==> src/rtl/fir_ctrl_if.sv <==
// AXI-lite configuration bus between the host and fir_ctrl.
// slave: the register front end (fir_ctrl); master: the host / bench driver.
interface fir_ctrl_if #(
    parameter int unsigned pADDR_WIDTH = 12,
    parameter int unsigned pDATA_WIDTH = 32
);
    logic                   awvalid;
    logic                   awready;
    logic [pADDR_WIDTH-1:0] awaddr;
    logic                   wvalid;
    logic                   wready;
    logic [pDATA_WIDTH-1:0] wdata;
    logic                   arvalid;
    logic                   arready;
    logic [pADDR_WIDTH-1:0] araddr;
    logic                   rvalid;
    logic                   rready;
    logic [pDATA_WIDTH-1:0] rdata;

    modport slave (
        input  awvalid, awaddr, wvalid, wdata, arvalid, araddr, rready,
        output awready, wready, arready, rvalid, rdata
    );

    modport master (
        output awvalid, awaddr, wvalid, wdata, arvalid, araddr, rready,
        input  awready, wready, arready, rvalid, rdata
    );
endinterface

==> src/rtl/fir_ctrl.sv <==
// fir_ctrl: AXI-lite register front end and ap_ctrl sequencer for the FIR engine.
// Owns the tap BRAM port and arbitrates it: engine fetch > AXI write > AXI read.
// Optional build macro FIR_CTRL_CYCLE_CNT_EN adds a read-only RUN cycle counter at 0x14.
module fir_ctrl #(
    parameter int unsigned pADDR_WIDTH = 12,
    parameter int unsigned pDATA_WIDTH = 32,
    parameter int unsigned Tape_Num    = 11
) (
    input  logic                   axis_clk,
    input  logic                   axis_rst,
    fir_ctrl_if.slave              axi,
    output logic [3:0]             tap_WE,
    output logic                   tap_EN,
    output logic [pDATA_WIDTH-1:0] tap_Di,
    output logic [pADDR_WIDTH-1:0] tap_A,
    input  logic [pDATA_WIDTH-1:0] tap_Do,
    output logic                   eng_start,
    output logic [31:0]            eng_len,
    input  logic                   eng_tap_req,
    input  logic [3:0]             eng_tap_idx,
    output logic                   eng_tap_vld,
    input  logic                   eng_done
);

    localparam logic [pADDR_WIDTH-1:0] AddrCtrl   = pADDR_WIDTH'(32'h00);
    localparam logic [pADDR_WIDTH-1:0] AddrLen    = pADDR_WIDTH'(32'h10);
    localparam logic [pADDR_WIDTH-1:0] AddrTap    = pADDR_WIDTH'(32'h20);
    localparam logic [pADDR_WIDTH-1:0] AddrTapEnd = pADDR_WIDTH'(32'h20 + 4 * Tape_Num);
`ifdef FIR_CTRL_CYCLE_CNT_EN
    localparam logic [pADDR_WIDTH-1:0] AddrCnt    = pADDR_WIDTH'(32'h14);
`endif

    typedef enum logic [1:0] {StIdle, StStart, StRun} state_e;

    state_e                 r_state, w_state_d;
    logic                   r_ap_idle, r_ap_done;
    logic [31:0]            r_len;
    logic                   r_wr_ack;
    logic                   r_rvalid, r_rd_pend, r_rd_ctrl;
    logic [pDATA_WIDTH-1:0] r_rdata;
    logic                   r_eng_vld;

    logic                   w_idle, w_wr_req, w_wr_tap, w_wr_bram_need, w_wr_fire, w_wr_bram;
    logic                   w_rd_tap, w_rd_fire, w_rd_hs;
    logic [pADDR_WIDTH-1:0] w_wr_off, w_rd_off;
    logic [pDATA_WIDTH-1:0] w_reg_rdata;
`ifdef FIR_CTRL_CYCLE_CNT_EN
    logic [31:0]            r_cyc_cnt;
`endif

    // Address decode, handshake qualification and BRAM conflict detection.
    always_comb begin
        w_idle         = (r_state == StIdle);
        // r_wr_ack enforces at most one write every two cycles.
        w_wr_req       = axi.awvalid && axi.wvalid && !r_wr_ack && !axis_rst;
        w_wr_tap       = (axi.awaddr >= AddrTap) && (axi.awaddr < AddrTapEnd);
        // Tap writes outside IDLE are dropped, so they never need the BRAM.
        w_wr_bram_need = w_wr_tap && w_idle;
        w_wr_fire      = w_wr_req && !(w_wr_bram_need && eng_tap_req);
        w_wr_bram      = w_wr_fire && w_wr_bram_need;
        w_wr_off       = axi.awaddr - AddrTap;
        w_rd_tap       = (axi.araddr >= AddrTap) && (axi.araddr < AddrTapEnd);
        w_rd_off       = axi.araddr - AddrTap;
        w_rd_fire      = axi.arvalid && !r_rvalid && !r_rd_pend && !axis_rst &&
                         !(w_rd_tap && (eng_tap_req || w_wr_bram));
        w_rd_hs        = r_rvalid && axi.rready;
    end

    // Register-space read mux (ctrl status is presented live at the output instead).
    always_comb begin
        w_reg_rdata = '0;
        if (axi.araddr == AddrLen) begin
            w_reg_rdata = pDATA_WIDTH'(r_len);
        end
`ifdef FIR_CTRL_CYCLE_CNT_EN
        if (axi.araddr == AddrCnt) begin
            w_reg_rdata = pDATA_WIDTH'(r_cyc_cnt);
        end
`endif
    end

    // Tap BRAM port: fixed-priority mux between engine fetch, AXI write and AXI read.
    always_comb begin
        tap_EN = 1'b0;
        tap_WE = 4'h0;
        tap_Di = '0;
        tap_A  = '0;
        if (eng_tap_req) begin
            tap_EN = 1'b1;
            tap_A  = pADDR_WIDTH'({eng_tap_idx, 2'b00});
        end else if (w_wr_bram) begin
            tap_EN = 1'b1;
            tap_WE = 4'hF;
            tap_Di = axi.wdata;
            tap_A  = {w_wr_off[pADDR_WIDTH-1:2], 2'b00};
        end else if (w_rd_fire && w_rd_tap) begin
            tap_EN = 1'b1;
            tap_A  = {w_rd_off[pADDR_WIDTH-1:2], 2'b00};
        end
    end

    // AXI-lite outputs; ctrl reads show live status so the done bit returned is the one cleared.
    always_comb begin
        axi.awready = w_wr_fire;
        axi.wready  = w_wr_fire;
        axi.arready = w_rd_fire;
        axi.rvalid  = r_rvalid;
        axi.rdata   = r_rd_ctrl ?
                      pDATA_WIDTH'({r_ap_idle, r_ap_done, r_state == StStart}) : r_rdata;
        eng_len     = r_len;
        eng_tap_vld = r_eng_vld;
    end

    // ap_ctrl sequencer next state and start pulse.
    always_comb begin
        w_state_d = r_state;
        eng_start = 1'b0;
        unique case (r_state)
            StIdle:  if (w_wr_fire && axi.awaddr == AddrCtrl && axi.wdata[0]) w_state_d = StStart;
            StStart: begin
                eng_start = 1'b1;
                w_state_d = StRun;
            end
            StRun:   if (eng_done) w_state_d = StIdle;
            default: w_state_d = StIdle;
        endcase
    end

    // State, status bits, config registers and read-channel pipeline.
    always_ff @(posedge axis_clk) begin
        if (axis_rst) begin
            r_state   <= StIdle;
            r_ap_idle <= 1'b1;
            r_ap_done <= 1'b0;
            r_len     <= '0;
            r_wr_ack  <= 1'b0;
            r_rvalid  <= 1'b0;
            r_rd_pend <= 1'b0;
            r_rd_ctrl <= 1'b0;
            r_rdata   <= '0;
            r_eng_vld <= 1'b0;
        end else begin
            r_state   <= w_state_d;
            r_wr_ack  <= w_wr_fire;
            r_eng_vld <= eng_tap_req;
            if (r_state == StStart) r_ap_idle <= 1'b0;
            if (r_state == StRun && eng_done) r_ap_idle <= 1'b1;
            // Set beats clear when eng_done coincides with the clearing read.
            if (r_state == StRun && eng_done) begin
                r_ap_done <= 1'b1;
            end else if (w_rd_hs && r_rd_ctrl) begin
                r_ap_done <= 1'b0;
            end
            if (w_wr_fire && w_idle && axi.awaddr == AddrLen) r_len <= 32'(axi.wdata);
            if (w_rd_hs) begin
                r_rvalid  <= 1'b0;
                r_rd_ctrl <= 1'b0;
            end
            if (r_rd_pend) begin
                r_rd_pend <= 1'b0;
                r_rvalid  <= 1'b1;
                r_rdata   <= tap_Do;
            end
            if (w_rd_fire) begin
                if (w_rd_tap) begin
                    r_rd_pend <= 1'b1;
                end else begin
                    r_rvalid  <= 1'b1;
                    r_rdata   <= w_reg_rdata;
                    r_rd_ctrl <= (axi.araddr == AddrCtrl);
                end
            end
        end
    end

`ifdef FIR_CTRL_CYCLE_CNT_EN
    // RUN cycle counter: cleared on START, frozen outside RUN, saturating.
    always_ff @(posedge axis_clk) begin
        if (axis_rst) begin
            r_cyc_cnt <= '0;
        end else if (r_state == StStart) begin
            r_cyc_cnt <= '0;
        end else if (r_state == StRun && r_cyc_cnt != 32'hFFFF_FFFF) begin
            r_cyc_cnt <= r_cyc_cnt + 32'd1;
        end
    end
`endif

endmodule

==> src/flat_wrapper.sv <==
// flat-port wrapper written by rule: the top's interface ports become plain ports
module fir_ctrl_flat 
#(
    parameter int unsigned pADDR_WIDTH = 12,
    parameter int unsigned pDATA_WIDTH = 32,
    parameter int unsigned Tape_Num    = 11
)
  (axis_clk, axis_rst, tap_WE, tap_EN, tap_Di, tap_A, tap_Do, eng_start, eng_len, eng_tap_req, eng_tap_idx, eng_tap_vld, eng_done, axi_awvalid, axi_awaddr, axi_wvalid, axi_wdata, axi_arvalid, axi_araddr, axi_rready, axi_awready, axi_wready, axi_arready, axi_rvalid, axi_rdata);
  fir_ctrl_if #(.pADDR_WIDTH(pADDR_WIDTH), .pDATA_WIDTH(pDATA_WIDTH)) axi_i ();
  input  logic axis_clk;
  input  logic axis_rst;
  output logic [3:0] tap_WE;
  output logic tap_EN;
  output logic [pDATA_WIDTH-1:0] tap_Di;
  output logic [pADDR_WIDTH-1:0] tap_A;
  input  logic [pDATA_WIDTH-1:0] tap_Do;
  output logic eng_start;
  output logic [31:0] eng_len;
  input  logic eng_tap_req;
  input  logic [3:0] eng_tap_idx;
  output logic eng_tap_vld;
  input  logic eng_done;
  input wire logic [$bits(axi_i.awvalid)-1:0] axi_awvalid;
  input wire logic [$bits(axi_i.awaddr)-1:0] axi_awaddr;
  input wire logic [$bits(axi_i.wvalid)-1:0] axi_wvalid;
  input wire logic [$bits(axi_i.wdata)-1:0] axi_wdata;
  input wire logic [$bits(axi_i.arvalid)-1:0] axi_arvalid;
  input wire logic [$bits(axi_i.araddr)-1:0] axi_araddr;
  input wire logic [$bits(axi_i.rready)-1:0] axi_rready;
  output wire logic [$bits(axi_i.awready)-1:0] axi_awready;
  output wire logic [$bits(axi_i.wready)-1:0] axi_wready;
  output wire logic [$bits(axi_i.arready)-1:0] axi_arready;
  output wire logic [$bits(axi_i.rvalid)-1:0] axi_rvalid;
  output wire logic [$bits(axi_i.rdata)-1:0] axi_rdata;
  assign axi_i.awvalid = axi_awvalid;
  assign axi_i.awaddr = axi_awaddr;
  assign axi_i.wvalid = axi_wvalid;
  assign axi_i.wdata = axi_wdata;
  assign axi_i.arvalid = axi_arvalid;
  assign axi_i.araddr = axi_araddr;
  assign axi_i.rready = axi_rready;
  assign axi_awready = axi_i.awready;
  assign axi_wready = axi_i.wready;
  assign axi_arready = axi_i.arready;
  assign axi_rvalid = axi_i.rvalid;
  assign axi_rdata = axi_i.rdata;
  fir_ctrl #(.pADDR_WIDTH(pADDR_WIDTH), .pDATA_WIDTH(pDATA_WIDTH), .Tape_Num(Tape_Num)) u_core (.axis_clk(axis_clk), .axis_rst(axis_rst), .axi(axi_i), .tap_WE(tap_WE), .tap_EN(tap_EN), .tap_Di(tap_Di), .tap_A(tap_A), .tap_Do(tap_Do), .eng_start(eng_start), .eng_len(eng_len), .eng_tap_req(eng_tap_req), .eng_tap_idx(eng_tap_idx), .eng_tap_vld(eng_tap_vld), .eng_done(eng_done));
endmodule
==> config.mk <==
export PLATFORM = sky130hd
export DESIGN_NAME = fir_ctrl_flat
export DESIGN_NICKNAME = d
export VERILOG_FILES = /design/src/rtl/fir_ctrl_if.sv /design/src/rtl/fir_ctrl.sv /design/src/flat_wrapper.sv
export SDC_FILE = /design/constraint.sdc
export NUM_CORES = 1
export LEC_CHECK = 0
export CAP_MARGIN = 20
export CORE_MARGIN = 10
export CORE_UTILIZATION = 27
export CTS_CLUSTER_DIAMETER = 150
export DETAILED_ROUTE_END_ITERATION = 8
export REMOVE_ABC_BUFFERS = 1
export SYNTH_ARGS = -nofsm -noshare
export SYNTH_HDL_FRONTEND = slang
export SYNTH_SLANG_ARGS = --single-unit
==> constraint.sdc <==
create_clock -name axis_clk -period 4 [get_ports axis_clk]
set_clock_uncertainty 0.05 [all_clocks]
set_input_delay 1 -clock axis_clk [delete_from_list [all_inputs] [get_ports axis_clk]]
set_output_delay 1 -clock axis_clk [all_outputs]
set_load 0.03 [all_outputs]
==> metrics.md, run 1 <==
| Metric | Value |
|---|---|
| Placeable Area | `15800 um^2` |
| Asr flop ratio synth | `0` |
| CTS HTree Levels | `3` |
| Final instance area | `between 6000 and 7000 um^2` |
| Min Hold Slack | `about 430 ps` |
| CTS buffer count | `9` |
| DR WL/cell | `~20 um` |
| CTS tree | `done` |
| # port buffers | `around 210` |
| Seq/Total Area, Yosys | `0.339` |
| Via count | `approximately 4.4k` |
| Top cell type's share of synthesized area | `0.339` |
| Antenna Cells | `0` |
| First-pass GRT wire length | `between 20000 and 30000 um` |
| Max Transition Viols Final | `0` |
| GP Congestion | `between 0.7 and 0.8` |
| CP peak stage delay | `around 460 ps` |
| CP max FO | `11` |
| Final WL | `between 15000 and 20000 um` |
| Slew Limit Headroom | `0.469` |
| CTS max path bufs | `2` |
| Combinational share of power | `0.135` |
| Final ANT Viol Nets | `0` |
| Data required time of the worst path | `2950 ps` |
| Cell Chain, Critical Path | `clkdlybuf4s50_1, nor4_4, nand3b_4, buf_4, nor3_4, buf_12, clkbuf_16, and2_1, buf_4` |
| PwrDens | `252 nW/um^2` |
| Post-synth top cells | `dfxtp_1 (73), mux2i_1 (66), a21oi_1 (37)` |
| Total power | `~1.7 mW` |
| Drt drc | `0` |
| Die ar. | `21400 um^2` |
| Synthesis-stage register bit count | `73` |
| Count leader, synth | `dfxtp_1` |
| Placement Rows | `46` |
| Pint | `between 1 and 1.5 mW` |
| Final period util | `0.987` |
| Chip height | `roughly 150 um` |
| Initial antenna violation count | `0` |
| I/O pins | `approximately 220` |
| Crit path kind | `input pin to output pin` |
| Most common flop cell mapped by yosys | `dfxtp_1` |
| Final setup viols | `0` |
| Reg power frac | `0.419` |
| Achievable Freq | `between 200 and 300 MHz` |
| Drt first pass iters | `4` |
| VDD IR max | `around 0.19 mV` |
| All-Layer GR Usage | `0.153` |
| Initial drt markers | `around 230` |
| Status | `finished, final reports clean` |
| Net Sw Power | `408 uW` |
| CTS Hold Buffers Added | `0` |
| Top cell type by total area after synthesis | `dfxtp_1` |
| CTS root buf | `clkbuf_16` |
| Unique masters post-synth | `44` |
| Critical path startpoint category | `input pin` |
| Period minus WS final | `3950 ps` |
| DR vias/cell | `4.83` |
| Total grt overflow | `0` |
| CTS Sinks | `between 70 and 80` |
| Yosys Warn Count | `0` |
| Post-synthesis cell count | `roughly 500` |
| Lkg Pwr | `around 2.5 nW` |
| Number of max-cap violations | `0` |
| Sw frac | `0.234` |
| Number of flops mapped to enable cells by yosys | `0` |
| Layout cells sized above 1 | `0.198` |
| Mapped cell area | `~4300 um^2` |
| Worst-Margin Slew | `796 ps` |
| Die extent in x | `~150 um` |
| Crit path top cell by count | `buf_4` |
| Syn-to-layout area delta | `60.5%` |
| Clk network pwr share | `0.446` |
| Largest net degree at the start of global routing | `45` |
| Clock Latency Late Sink | `about 330 ps` |
| Starting Density | `0.273` |
| Crit path DAT | `a little under 3000 ps` |
| DP Wirelength | `between 10000 and 15000 um` |
| Fin. Hold Viols | `0` |
| Synthesized area per cell | `between 8 and 9 um^2` |
| NumNets Final | `800` |
| Crit path max-delay cell type | `clkdlybuf4s50_1` |
| CP endpoint kind | `output pin` |
| Placed Area | `between 6000 and 7000 um^2` |
| Reg clk slew, reported paths | `around 50 ps` |
| Top cells by area, synth | `dfxtp_1 (34%), mux2i_1 (15%), and2_1 (5.2%)` |
| Tightest Hold Check Type | `flop to flop` |
| Number of global-route vias before repair | `between 4k and 5k` |
layer usage:
layer | vias to the layer above | routed length (um) | track usage
li1 | 2156 | - | -
met1 | 2071 | 7710 | 0.181
met2 | 191 | 8460 | 0.253
met3 | 13 | 1640 | 0.0603
met4 | 0 | 201 | 0.0405
met5 | - | 0 | 0
what timing repair did:
action                                  4_1_cts  5_1_grt
gates resized for setup                       2        5
endpoints found under the setup margin        8       40
gates cloned                                  0        3
pin swaps                                     0        1
setup buffers                                 0        2
path summary, 6_finish.rpt:
check	startpoint	end	slack [ps]	depth (start not counted)
worst max-delay path	axi_awaddr[8]	tap_Di[14]	50	9
worst min-delay path	u_core.r_ap_done	u_core.r_ap_done	430	2
worst max register to register	u_core.axi.rvalid	u_core.r_rdata[8]	1870	5
worst min register to register	u_core.r_ap_done	u_core.r_ap_done	430	2
cells by family after synthesis:
family	Yosys count	synth area share
other	1	0.000870
buffers and inverters	65	0.0911
AO/OA/AOI/OAI	83	0.109
flip-flops	73	0.339
AND/OR/NAND/NOR	203	0.287
adder cells (fa/ha/maj)	2	0.00580
multiplexers	70	0.164
XOR/XNOR	2	0.00406
area by class of cell:
class,count,area (um^2)
repair buffers,242,2350
flip-flops and latches,73,1460
clock buffers,12,236
well taps,216,270
multi-input cells,364,2520
clock inverters,3,42.5
inverters,8,30.0
fillers,1588,8850
power by group through the flow:
stage	clock [mW]	combinational (mW)	sequential, mW
2_1_floorplan	0	0.0629	0.749
3_3_place_gp	0	0.231	0.747
3_5_place_dp	0	0.232	0.747
4_1_cts	0.796	0.234	0.731
5_1_grt	0.827	0.250	0.731
6_report	0.777	0.236	0.731
stage by stage:
stage,std cells,utilization,setup TNS (ps),setup slack (ps)
floorplan,445,-,-82700,-1640
global placement,898,0.413,0,6.96
detailed placement,898,0.413,-171,-39.1
CTS,913,0.432,0,15.4
global route,918,0.439,-1010,-35.3
finish,918,0.439,0,53.8
critical path: cells and delay by family:
family                 cells  cell delay [ps]
buffers and inverters      5             1100
and+or+nand+nor            4              780
placed cells by master (no fill, tap or decap), drive strengths merged, types with 10 or more instances in the layout:
cell type,netlist,final
a21oi,37,37
dfxtp,73,73
mux2i,66,66
buf,35,75
nor2,10,10
nand4,32,32
nor2b,30,30
o21ai,33,33
clkbuf,22,14
nand3,35,35
and2,36,36
clkdlybuf4s50,0,165
or2,32,32
registers in the layout, summed over array words and instances (netlist names):
name and cells:
u_core.eng_len 32, u_core.r_rdata 32, u_core.r_state 2, u_core.axi.rvalid 1
u_core.eng_tap_vld 1, u_core.r_ap_done 1, u_core.r_ap_idle 1, u_core.r_rd_ctrl 1
u_core.r_rd_pend 1, u_core.r_wr_ack 1
(Power assumes the default switching activity.)
==> run 2, diff against run 1 <==
--- a/config.mk
+++ b/config.mk
@@ -7,9 +7,10 @@
 export LEC_CHECK = 0
 export CAP_MARGIN = 20
 export CORE_MARGIN = 10
-export CORE_UTILIZATION = 27
+export CORE_UTILIZATION = 44
 export CTS_CLUSTER_DIAMETER = 150
 export DETAILED_ROUTE_END_ITERATION = 8
+export PLACE_DENSITY = 0.87
 export REMOVE_ABC_BUFFERS = 1
 export SYNTH_ARGS = -nofsm -noshare
 export SYNTH_HDL_FRONTEND = slang
==> metrics.md, run 2 (synthesis gave the netlist of run 1 again) <==
| Metric | Value |
|---|---|
| Status | `finished, final reports clean` |
| Period minus WS final | `3910 ps (-39.1 ps)` |
| CTS root buf | `clkbuf_8` |
| Crit path max-delay cell type | `clkdlybuf4s50_1` |
| Placement Rows | `36 (-22%)` |
| Reg2reg end | `u_core.r_rdata[4]` |
| Buffers & Inverters on Critical Path | `2 (-3)` |
| Layout cells sized above 1 | `0.193 (-0.00487)` |
| Lkg Pwr | `2.40 nW (-3.5%)` |
| Final instance area | `6610 um^2 (-4.4%)` |
| Placeable Area | `9640 um^2 (-39%)` |
| Reg clk slew, reported paths | `70 ps (+20 ps)` |
| Worst Hold End | `u_core.r_ap_done` |
| Placed Area | `6390 um^2 (-1.9%)` |
| Max Transition Viols Final | `0 (unchanged)` |
| CP endpoint kind | `output pin` |
| CTS tree | `done` |
| CTS Hold Buffers Added | `0 (unchanged)` |
| Largest net degree at the start of global routing | `63 (+40%)` |
| Die extent in x | `119 um (-19%)` |
| DR vias/cell | `5.42 (+12%)` |
| Worst-Margin Slew | `640 ps (-156 ps)` |
| # port buffers | `214 (unchanged)` |
| Number of max-cap violations | `0 (unchanged)` |
| Final setup viols | `0 (unchanged)` |
| CP peak stage delay | `470 ps (about the same)` |
| Cell Chain, Critical Path | `clkdlybuf4s50_1, a211oi_2, mux2i_2, o2111a_2, a221o_1, buf_4` |
| Min Hold Slack | `410 ps (-19.8 ps)` |
| Tightest Hold Check Type | `flop to flop` |
| Number of global-route vias before repair | `4758 (+1.1%)` |
| Worst Setup SP | `axi_awaddr[3]` |
| DP Wirelength | `12000 um (-5.3%)` |
| Cell count after placement | `816 (-9.1%)` |
| Most frequent cells in the layout | `clkdlybuf4s50_1 (165), dfxtp_1 (72), buf_4 (67), mux2i_1 (65)` |
| Reg2Reg Launch Point | `u_core.axi.rvalid` |
| Starting Density | `0.447 (+0.174)` |
| CTS HTree Levels | `3 (unchanged)` |
| Critical path startpoint category | `input pin` |
| Fin. Hold Viols | `0 (unchanged)` |
| Clk network pwr share | `0.368 (-0.078)` |
| CTS max path bufs | `2 (unchanged)` |
| Sw frac | `0.239 (+0.00501)` |
| Slew Limit Headroom | `0.573 (+0.104)` |
| Final period util | `0.977 (-0.00978)` |
| R2r setup slk | `1880 ps (about the same)` |
| Pint | `1.16 mW (-13%)` |
| PwrDens | `230 nW/um^2 (-8.6%)` |
| CTS buffer count | `9 (unchanged)` |
| Most common cell after layout, fill and taps aside | `clkdlybuf4s50_1` |
| I/O pins | `219 (unchanged)` |
| Setup TNS | `0 ps (unchanged)` |
| Initial antenna violation count | `0 (unchanged)` |
| Syn-to-layout area delta | `53.3%` |
| CTS Sinks | `73 (unchanged)` |
| GP Congestion | `0.859 (+8.3%)` |
| Chip height | `119 um (-19%)` |
| VDD IR max | `0.172 mV (-9.3%)` |
| Die ar. | `14200 um^2 (-34%)` |
| Hold Path Cell Cnt | `2 (unchanged)` |
| Drt first pass iters | `5 (+1)` |
| R2r worst-path depth | `5 (unchanged)` |
| Reg power frac | `0.479 (+0.060)` |
| CTS-repair resized insts | `0 (-2)` |
| Crit path kind | `input pin to output pin` |
| CP max FO | `9 (-2)` |
| Dpl ws | `21.3 ps (+60.5 ps)` |
| RSZ-0062 raised after global routing | `no` |
| Clock Latency Late Sink | `320 ps (about the same)` |
| Filler cell count in the final layout | `784 (-51%)` |
| Antenna Cells | `0 (unchanged)` |
| CP delay by family, top | `compound AO/OA/AOI/OAI gates` |
| NumNets Final | `796 (-0.50%)` |
| Final ANT Viol Nets | `0 (unchanged)` |
| Final WS setup | `93.0 ps (+39.1 ps)` |
| Hold Path Origin | `u_core.r_ap_done` |
| Total grt overflow | `0 (unchanged)` |
| Achievable Freq | `256 MHz (+1.0%)` |
| Final cell count without fillers | `832 (-9.4%)` |
| Data required time of the worst path | `2950 ps (about the same)` |
| Via count | `4510 (+1.8%)` |
| Drt drc | `0 (unchanged)` |
| Postcts setup bufs | `0 (unchanged)` |
| Crit path DAT | `2860 ps (-40 ps)` |
| First-pass GRT wire length | `25300 um (-5.5%)` |
| Final WL | `15900 um (-11%)` |
| All-Layer GR Usage | `0.214 (+0.0610)` |
| Initial drt markers | `214 (-8.5%)` |
| Combinational share of power | `0.152 (+0.017)` |
| Net Sw Power | `364 uW (-11%)` |
| DR WL/cell | `19.2 um (-2.3%)` |
==> run 2: layer usage <==
| metal | global-route usage | wire (um) | up-vias |
|---|---|---|---|
| met3 | 0.0713 | 1420 | 18 |
| met4 | 0.0473 | 219 | 0 |
| met1 | 0.242 | 6360 | 2125 |
| met2 | 0.382 | 7950 | 230 |
| li1 | - | - | 2137 |
| met5 | 0 | 0 | - |
==> run 2: per-stage QoR <==
step / utilization / total power [mW]
2_1_floorplan: - / 0.812
3_3_place_gp: 0.663 / 0.972
3_5_place_dp: 0.663 / 0.975
4_1_cts: 0.683 / 1.53
5_1_grt: 0.686 / 1.58
6_report: 0.686 / 1.52
==> run 2: power groups by stage <==
stage	clock network, mW	registers [mW]	logic (mW)
after floorplan	0	0.749	0.0629
after global placement	0	0.747	0.225
after detailed placement	0	0.747	0.229
after CTS	0.574	0.730	0.230
after global routing	0.608	0.730	0.245
final	0.561	0.730	0.232
==> run 2: cell type report <==
type,instances,area (um^2),area share
Multi-Input combinational cell,364,2510,0.380
Timing Repair Buffer,238,2250,0.340
Sequential cell,73,1460,0.221
Tap cell,133,166,0.0252
Clock buffer,13,149,0.0225
Clock inverter,3,40.0,0.00606
Inverter,8,30.0,0.00454
==> run 2: tightest hold or removal path, cell delays in order, from the launching register on <==
cell	delay, ps
dfxtp_1	310
nand2_1	50
a21oi_1	50
==> run 2: worst max path at each step <==
| stage | endpoint | slack, ps | cells after the start |
|---|---|---|---|
| CTS | tap_A[4] | 20 | 6 |
| global route | tap_A[4] | 3 | 8 |
| detailed placement | tap_A[4] | 20 | 6 |
| finish | tap_A[4] | 90 | 6 |
| global placement | tap_A[9] | 60 | 6 |
| floorplan | tap_A[2] | -1640 | 4 |
